$ cat config.mk
export PLATFORM = sky130hd
export DESIGN_NAME = disp_scan4
export DESIGN_NICKNAME = d
export VERILOG_FILES = /design/src/rtl/disp_scan4.sv
export SDC_FILE = /design/constraint.sdc
export NUM_CORES = 1
export LEC_CHECK = 0
export BUFFER_PORTS_ARGS = -buffer_cell sky130_fd_sc_hd__buf_2
export CORE_MARGIN = 3
export CORE_UTILIZATION = 60
export CTS_CLUSTER_SIZE = 14
export DETAILED_ROUTE_END_ITERATION = 7
export PLACE_DENSITY = 0.91
export SLEW_MARGIN = 10
export SYNTH_ARGS = -nofsm -noshare
export SYNTH_HDL_FRONTEND = slang
export SYNTH_SLANG_ARGS = --single-unit
$ cat constraint.sdc
create_clock -name clk -period 9.18 [get_ports clk]
set_input_delay 1.377 -clock clk [delete_from_list [all_inputs] [get_ports clk]]
set_output_delay 1.377 -clock clk [all_outputs]
set_load 0.03 [all_outputs]
$ cat src/rtl/disp_scan4.sv
// ---------------------------------------------------------------------------
// disp_scan4 - scan controller for a 4-digit common-anode 7-segment display.
//
// Steps a digit index through 0..3, holding each index for DIV clock cycles.
// For the current digit it drives an active-low segment pattern and an
// active-low decimal point. The first BLANK cycles of every digit slot are
// forced dark to stop ghosting between digits. Leading zeros can be hidden.
// A newly loaded display value only takes effect at a frame boundary, so one
// frame never shows a mix of the old and new values.
//
// Ports
//   clk        system clock, rising edge
//   rst        synchronous active-high reset
//   en         scan enable; 0 freezes the scan position and the outputs
//   load       one-cycle strobe; captures value/dp_in into the shadow copy
//   value      four hex digits; digit i = value[4i+3:4i]
//   dp_in      decimal point request; bit i belongs to digit i
//   lz_blank   1 = hide leading zeros on digits 3..1
//   sel        current digit index; drives the downstream 2-to-4 decoder
//   seg_n      active-low segments {g,f,e,d,c,b,a}
//   dp_n       active-low decimal point
//   blank      1 while the segments are forced off
//   frame_done one-cycle pulse on the first cycle of each new frame
// ---------------------------------------------------------------------------
module disp_scan4 #(
  parameter int DIV   = 100000,
  parameter int BLANK = 4,
  parameter int CW    = $clog2(DIV)
) (
  input  logic        clk,
  input  logic        rst,
  input  logic        en,
  input  logic        load,
  input  logic [15:0] value,
  input  logic [3:0]  dp_in,
  input  logic        lz_blank,
  output logic [1:0]  sel,
  output logic [6:0]  seg_n,
  output logic        dp_n,
  output logic        blank,
  output logic        frame_done
);

  localparam logic [CW-1:0] CNT_MAX = CW'(DIV - 1);
  localparam logic [CW-1:0] BLANK_C = CW'(BLANK);

  logic [CW-1:0] cnt_q, cnt_d;
  logic [1:0]    sel_q, sel_d;
  logic [15:0]   shd_val_q, shd_val_d;
  logic [3:0]    shd_dp_q, shd_dp_d;
  logic [15:0]   act_val_q, act_val_d;
  logic [3:0]    act_dp_q, act_dp_d;
  logic [6:0]    seg_n_q, seg_n_d;
  logic          dp_n_q, dp_n_d;
  logic          blank_q, blank_d;
  logic          frame_done_q, frame_done_d;

  logic          slot_wrap;
  logic          frame_wrap;
  logic [3:0]    digit;
  logic [3:0]    digit_zero;
  logic [3:0]    upper_zero;

  // Hex digit to active-low {g,f,e,d,c,b,a} pattern.
  function automatic logic [6:0] hex_to_seg(input logic [3:0] d);
    logic [6:0] s;
    case (d)
      4'h0: s = 7'h40;
      4'h1: s = 7'h79;
      4'h2: s = 7'h24;
      4'h3: s = 7'h30;
      4'h4: s = 7'h19;
      4'h5: s = 7'h12;
      4'h6: s = 7'h02;
      4'h7: s = 7'h78;
      4'h8: s = 7'h00;
      4'h9: s = 7'h10;
      4'hA: s = 7'h08;
      4'hB: s = 7'h03;
      4'hC: s = 7'h46;
      4'hD: s = 7'h21;
      4'hE: s = 7'h06;
      default: s = 7'h0E;
    endcase
    return s;
  endfunction

  // upper_zero[i]: the next-state active digits i..3 are all zero.
  // Looked at against act_val_d so a value swapped in at the frame edge is
  // already reflected in the first slot of the new frame.
  for (genvar gi = 0; gi < 4; gi++) begin : g_zero
    assign digit_zero[gi] = (act_val_d[gi*4 +: 4] == 4'h0);
    assign upper_zero[gi] = &digit_zero[3:gi];
  end

  assign digit = act_val_d[{sel_d, 2'b00} +: 4];

  always_comb begin
    cnt_d        = cnt_q;
    sel_d        = sel_q;
    shd_val_d    = load ? value : shd_val_q;
    shd_dp_d     = load ? dp_in : shd_dp_q;
    act_val_d    = act_val_q;
    act_dp_d     = act_dp_q;
    seg_n_d      = seg_n_q;
    dp_n_d       = dp_n_q;
    blank_d      = blank_q;
    frame_done_d = 1'b0;

    slot_wrap  = (cnt_q == CNT_MAX);
    frame_wrap = en && slot_wrap && (sel_q == 2'd3);

    if (en) begin
      if (slot_wrap) begin
        cnt_d = '0;
        sel_d = sel_q + 2'd1;
      end else begin
        cnt_d = cnt_q + CW'(1);
      end
    end

    // A load landing on the frame edge bypasses the shadow so it is not
    // delayed by a whole frame.
    if (frame_wrap) begin
      act_val_d    = load ? value : shd_val_q;
      act_dp_d     = load ? dp_in : shd_dp_q;
      frame_done_d = 1'b1;
    end

    // Outputs are built from the next (sel, cnt) so the registered values
    // line up with sel in the same cycle.
    if (en) begin
      if (cnt_d < BLANK_C) begin
        seg_n_d = 7'h7F;
        dp_n_d  = 1'b1;
        blank_d = 1'b1;
      end else begin
        blank_d = 1'b0;
        dp_n_d  = ~act_dp_d[sel_d];
        if (lz_blank && (sel_d != 2'd0) && upper_zero[sel_d]) begin
          seg_n_d = 7'h7F;
        end else begin
          seg_n_d = hex_to_seg(digit);
        end
      end
    end
  end

  always_ff @(posedge clk) begin
    if (rst) begin
      cnt_q        <= '0;
      sel_q        <= 2'd0;
      shd_val_q    <= 16'h0000;
      shd_dp_q     <= 4'h0;
      act_val_q    <= 16'h0000;
      act_dp_q     <= 4'h0;
      seg_n_q      <= 7'h7F;
      dp_n_q       <= 1'b1;
      blank_q      <= 1'b1;
      frame_done_q <= 1'b0;
    end else begin
      cnt_q        <= cnt_d;
      sel_q        <= sel_d;
      shd_val_q    <= shd_val_d;
      shd_dp_q     <= shd_dp_d;
      act_val_q    <= act_val_d;
      act_dp_q     <= act_dp_d;
      seg_n_q      <= seg_n_d;
      dp_n_q       <= dp_n_d;
      blank_q      <= blank_d;
      frame_done_q <= frame_done_d;
    end
  end

  assign sel        = sel_q;
  assign seg_n      = seg_n_q;
  assign dp_n       = dp_n_q;
  assign blank      = blank_q;
  assign frame_done = frame_done_q;

endmodule

==> results of run 1 <==
==> flip-flops by register name, summed over array words and instances, names as in the netlist <==
| signal | flops |
|---|---|
| blank | 1 |
| cnt_q | 17 |
| shd_val_q | 16 |
| frame_done | 1 |
| act_dp_q | 4 |
| shd_dp_q | 4 |
| sel | 2 |
| dp_n | 1 |
| seg_n | 7 |
| act_val_q | 16 |
==> power by group through the flow <==
| stage | Combinational [mW] | Sequential [mW] | Clock [mW] |
|---|---|---|---|
| after floorplan | 0.0247 | 0.317 | 0 |
| after detailed placement | 0.0380 | 0.316 | 0 |
| after global placement | 0.0369 | 0.316 | 0 |
| final | 0.0381 | 0.309 | 0.272 |
| after global routing | 0.0421 | 0.310 | 0.286 |
| after CTS | 0.0382 | 0.309 | 0.274 |
==> final cells by class <==
cell class                 instances  area share (%)
tap                               75            2.24
sequential                        69            32.9
clock inverter                     5            2.03
multi-input combinational        327            54.2
inverter                          11           0.984
timing repair buffer              37            4.47
clock buffer                      11            3.13
==> layer usage <==
layer | part of all wire (%) | vias up
met3 | 6.8 | 24
met5 | 0 | -
met1 | 42 | 1567
li1 | - | 1588
met4 | 2.7 | 0
met2 | 48 | 134
==> cell families after synthesis <==
group	after synthesis	share of synthesized area (%)
flops	69	36.3
buf+inv	35	3.94
compound gates	75	13.7
fa+ha+maj	7	2.30
simple gates	166	22.7
mux	57	16.0
xor+xnor	22	5.06
==> worst paths after layout <==
check,startpoint,endpoint,slack [ns],depth (start not counted)
min,blank$_SDFFE_PP1P_,blank$_SDFFE_PP1P_,0.48,2
max reg2reg,cnt_q[0]$_SDFFE_PP0P_,seg_n[0]$_SDFFE_PP1P_,5.54,14
min reg2reg,blank$_SDFFE_PP1P_,blank$_SDFFE_PP1P_,0.48,2
max,en,seg_n[0]$_SDFFE_PP1P_,4.91,14
==> worst min-delay path, cell delays in order (launching register included) <==
cell     delay (ns)
dfxtp_1        0.31
inv_1          0.04
o21ai_0        0.08
==> per-stage QoR <==
| stage | power [mW] | utilization [%] |
|---|---|---|
| after floorplan | 0.342 | - |
| after global placement | 0.352 | 66.1 |
| after detailed placement | 0.354 | 66.1 |
| after CTS | 0.621 | 69.6 |
| after global routing | 0.637 | 69.6 |
| final | 0.619 | 69.6 |
==> placed cells by master (no fill, tap or decap), types with 4 or more instances in the layout <==
master,count
nor2_1,69
dfxtp_1,69
buf_2,36
mux2i_1,35
mux2_2,21
nand2_1,18
nor2b_1,14
o21ai_0,13
a211oi_1,13
xnor2_1,12
a21oi_1,12
inv_1,11
xor2_1,10
clkbuf_8,9
nor3_1,8
nand3_1,7
ha_1,7
nor3b_1,6
o211ai_1,6
and3_1,5
nand4_1,5
or4_1,4
a31oi_1,4
a22oi_1,4
==> results.ini, run 1 <==
[logic_synthesis]
seq_area_frac_synth_pct = 36.3
synth_edf_count = 0
netlist_area_mm2 = 0.00381
async_flop_share_pct = 0
synth_common_cells = 69 x dfxtp_1, 69 x nor2_1, 35 x mux2i_1
ys_types = 64
avgSynthCellArea_um2 = 8.83
yosysWarnings = 0
yosysTopAreaCellShare_pct = 36.3
syn_nets = 463
yosys.area.top_type = dfxtp_1
yosys-top-cells-area = dfxtp_1 36%, mux2i_1 9.2%, nor2_1 6.8%, mux2_2 6.2%, xnor2_1 2.8%
syn_inst = 431
synth_ff_type = dfxtp_1
ys_ff_latch = 69

[cts]
ctsResizeCount = 0
postCtsSetupBuffers = 0
htree_levels = 3
clockBufferDepth = 2
cts_tree = yes
cts.hold.buffers_added = 0
clk_latency_ns = 0.36
cts_root_buf = clkbuf_8
cts_inserted_buffers = 9
cts_sinks = 69
clk_pin_slew_ns = 0.07

[critical_path]
crit_path_top_delay_cell = nor2_1
critPathCaptureType = flop
crit_chain = buf_2, nand3_1, nor2_1, and3_1, buf_4, mux2_2, mux2i_1, mux2i_1, inv_1, ha_1, nor2_1, a2bb2oi_1, o211ai_1, a21oi_1
critical_path.startpoint_type = input port
crit_buf_inv = 3
critical_path_class = in -> reg
slowest_delay_ns = 0.41
crit_arrival_ns = 4.55
critPathMaxFanout = 39
cp_top_family = simple AND/OR/NAND/NOR gates
cp.required_ns = 9.46

[route]
drtIter0Drc = 322
totalWireLength_um = 8790
drtPass1Iterations = 5
antenna_left = 0
drc_errors = 0
viasPerCell = 6.19
wire_per_inst_um = 16.4
vias = 3313

[cells_and_area]
fill_cells = 457
drive_gt1_share_pct = 18.3
ff_latch_area_mm2 = 0.00138
syn_to_final_growth_pct = 10.2
design_area_mm2 = 0.00420
diodes = 0
fin_nets = 487
multi_input_area_mm2 = 0.00228
layout.cells.non_filler = 535

[floorplanning]
initial_core_util_pct = 63.2
ios = 37
rows = 28
die_area_mm2 = 0.00734
die_y_um = 85.7
die_w_um = 85.7
coreArea_mm2 = 0.00603

[placed_design]
portBuffers = 36
place_area_mm2 = 0.00398
place_inst = 519
finalWeightedCongestion = 0.937
dpl.hpwl_um = 6220
pre_cts_ws_ns = 4.63

[sta]
fmax_ghz = 0.234
worst_slew_pin_slew_ns = 0.911
timing.final.max_slew_violations = 0
rsz0062_at_grt = no
hold_violations = 0
setup_ws_ns = 4.91
period_needed_ns = 4.27
fin_skew_ns = 0.0138
fin_hold_ws_ns = 0.480
setup-violations-final = 0
relSlewSlack_pct = 39.2
tns_ns = 0
period_share_pct = 46.5

[pwr]
p_sw_share_pct = 23.1
p_per_area_mw_per_mm2 = 147
power_leakage_nw = 1.60
internal_power_mw = 0.476
combPwrFrac_pct = 6.2
power.switching_mw = 0.143
seqPwrFrac_pct = 49.9
pwr-share-clk_pct = 43.9
ir_drop_v = 0.0000971

[min_path]
hold_path.class = reg -> reg

[global_routing]
top_usage_layer = met2
track_usage_pct = 24.9
use_met3_pct = 5.00
grt_pass1_wl_um = 14700
grt_max_degree = 50
met1_usage_pct = 30.8
grt_pass1_vias = 3221
antenna_found_initial = 0
use_met2_pct = 41.5
overflow = 0

[job]
drv_cap = 0

[run_status]
status = completed

Power figures use the tool's default switching activity.
==> inputs of run 2 (changes only) <==
--- a/config.mk
+++ b/config.mk
@@ -7,10 +7,10 @@
 export LEC_CHECK = 0
 export BUFFER_PORTS_ARGS = -buffer_cell sky130_fd_sc_hd__buf_2
 export CORE_MARGIN = 3
-export CORE_UTILIZATION = 60
+export CORE_UTILIZATION = 59
 export CTS_CLUSTER_SIZE = 14
 export DETAILED_ROUTE_END_ITERATION = 7
-export PLACE_DENSITY = 0.91
+export PLACE_DENSITY = 0.9
 export SLEW_MARGIN = 10
 export SYNTH_ARGS = -nofsm -noshare
 export SYNTH_HDL_FRONTEND = slang
==> constraint.sdc (replaced) <==
create_clock -name clk -period 4 [get_ports clk]
set_input_delay 0.6 -clock clk [delete_from_list [all_inputs] [get_ports clk]]
set_output_delay 0.6 -clock clk [all_outputs]
set_load 0.03 [all_outputs]
==> run 2 against run 1 <==
Net effect: setup slack worse by 4.6 ns; final cell count up 0.56%; die area up 1.6%; clock-buffer cell count down 2; first-iteration DRC count down 21%; sequential cell count unchanged; cell area up 0.63%; critical endpoint is now seg_n[1]$_SDFFE_PP1P_.
==> results.ini, run 2 (synthesis gave the netlist of run 1 again) <==
[run_status]
status = completed

[critical_path]
critPathCaptureType = flop
crit_top_cell = mux2i_1
cp.required_ns = 4.25  ; -5.21 ns
critical_path.startpoint_type = flop
crit_chain = or4_4, nor3_4, and3_1, mux2_2, mux2i_1, mux2i_1, inv_1, ha_1, and3b_1, o32ai_1, o21ai_1
critPathMaxFanout = 16  ; -59%
cp_top_family = simple AND/OR/NAND/NOR gates
crit_buf_inv = 1  ; -2
crit_arrival_ns = 3.92  ; -0.63 ns
crit_path_top_delay_cell = or4_4
slowest_delay_ns = 0.58  ; +0.17 ns
critical_path_class = reg -> reg

[route]
wl_met3_um = 473  ; -21%
antenna_left = 0  ; unchanged
met1Wirelength_um = 3840  ; +2.8%
drtPass1Iterations = 5  ; unchanged
dr.max_layer_used = met4
wire_per_inst_um = 16.6  ; +1.0%
totalWireLength_um = 8920  ; +1.6%
drtIter0Drc = 253  ; -21%
vias = 3348  ; +1.1%
drc_errors = 0  ; unchanged
dr_wl_met2_um = 4340  ; +2.6%
viasPerCell = 6.22  ; +0.49%

[sta]
worst_slew_pin_slew_ns = 0.871  ; -0.0404 ns
hold_violations = 0  ; unchanged
relSlewSlack_pct = 41.9  ; +2.7 points
period_needed_ns = 3.67
tns_ns = 0  ; unchanged
fmax_ghz = 0.272
timing.final.max_slew_violations = 0  ; unchanged
fin_skew_ns = 0.0163  ; +0.00251 ns
period_share_pct = 91.8
setup-violations-final = 0  ; unchanged
rsz0062_at_grt = no

[cells_and_area]
diodes = 0  ; unchanged
drive_gt1_share_pct = 19.2  ; +0.96 points
fin_nets = 490  ; +0.62%
syn_to_final_growth_pct = 10.9
design_area_mm2 = 0.00422  ; +0.63%
final_cell_mix = 69 x nor2_1, 69 x dfxtp_1, 36 x buf_2
top_regs = cnt_q x17, act_val_q x16, shd_val_q x16
fill_cells = 459  ; +0.44%
largest-register = cnt_q
largest_register_ffs = 17  ; unchanged

[cts]
clk_latency_ns = 0.37  ; about the same
cts_tree = yes
clk_pin_slew_ns = 0.08  ; about the same
cts_sinks = 69  ; unchanged
cts.hold.buffers_added = 0  ; unchanged
htree_levels = 3  ; unchanged
postCtsSetupBuffers = 0  ; unchanged
cts_root_buf = clkbuf_8
clockBufferDepth = 2  ; unchanged
cts_inserted_buffers = 9  ; unchanged
ctsResizeCount = 0  ; unchanged

[floorplanning]
die_area_mm2 = 0.00745  ; +1.6%
rows = 28  ; unchanged
initial_core_util_pct = 62.5  ; -0.73 points
ios = 37  ; unchanged
coreArea_mm2 = 0.00610  ; +1.2%
die_y_um = 86.3  ; +0.78%
die_w_um = 86.3  ; +0.78%

[global_routing]
track_usage_pct = 25.6  ; +0.71 points
overflow = 0  ; unchanged
grt_pass1_vias = 3197  ; -0.75%
grt_pass1_wl_um = 15200  ; +3.1%
grt_max_degree = 50  ; unchanged
antenna_found_initial = 0  ; unchanged

[pwr]
power_leakage_nw = 1.63  ; +1.6%
ir_drop_v = 0.000270  ; +180%
finalPower_mw = 1.44  ; +130%
p_per_area_mw_per_mm2 = 342  ; +130%

[min_path]
hold_path.class = reg -> reg

[placed_design]
place_area_mm2 = 0.00400  ; +0.57%
dpl.hpwl_um = 6440  ; +3.5%
finalWeightedCongestion = 0.915  ; -2.3%
portBuffers = 36  ; unchanged

[job]
drv_cap = 0  ; unchanged

[run 2: metrics by stage]
stage	hold WS (ns)	setup slack [ns]	utilization, %	std cells
final	0.482	0.328	69.3	538
after global routing	0.510	0.0333	69.3	538
after CTS	0.488	0.380	69.3	538
after detailed placement	0.475	0.401	65.7	522
after global placement	0.472	0.577	65.7	522
after floorplan	0.456	0.962	-	431
[run 2: area by class of cell]
class / instances / area, µm² / share of cell area (%)
Tap cell: 75 / 93.8 / 2.22
Multi-Input combinational cell: 327 / 2280 / 53.9
Inverter: 11 / 41.3 / 0.978
Clock inverter: 7 / 96.3 / 2.28
Clock buffer: 9 / 124 / 2.93
Timing Repair Buffer: 40 / 210 / 4.98
Sequential cell: 69 / 1380 / 32.7
[run 2: power by group]
part           total [mW]  internal, mW  switching [mW]
Combinational      0.0887        0.0362          0.0525
Sequential          0.709         0.702         0.00713
Clock               0.646         0.354           0.292
[run 2: final timing paths]
| path | start | to | slack (ns) | cells after the start |
|---|---|---|---|---|
| worst max-delay path | cnt_q[8]$_SDFF_PP0_ | seg_n[1]$_SDFFE_PP1P_ | 0.33 | 11 |
| worst min-delay path | blank$_SDFFE_PP1P_ | blank$_SDFFE_PP1P_ | 0.48 | 2 |
| worst max register to register | cnt_q[8]$_SDFF_PP0_ | seg_n[1]$_SDFFE_PP1P_ | 0.33 | 11 |
| worst min register to register | blank$_SDFFE_PP1P_ | blank$_SDFFE_PP1P_ | 0.48 | 2 |
[run 2: worst min-delay path, stage by stage, from the launching register on]
cell and delay, ns:
dfxtp_1 0.32, inv_1 0.04, o21ai_0 0.07
[run 2: routing by layer]
| layer | vias to the layer above | track usage, % |
|---|---|---|
| li1 | 1599 | - |
| met1 | 1612 | 32.3 |
| met2 | 109 | 41.3 |
| met3 | 28 | 5.04 |
| met4 | 0 | 13.6 |
| met5 | - | 0 |
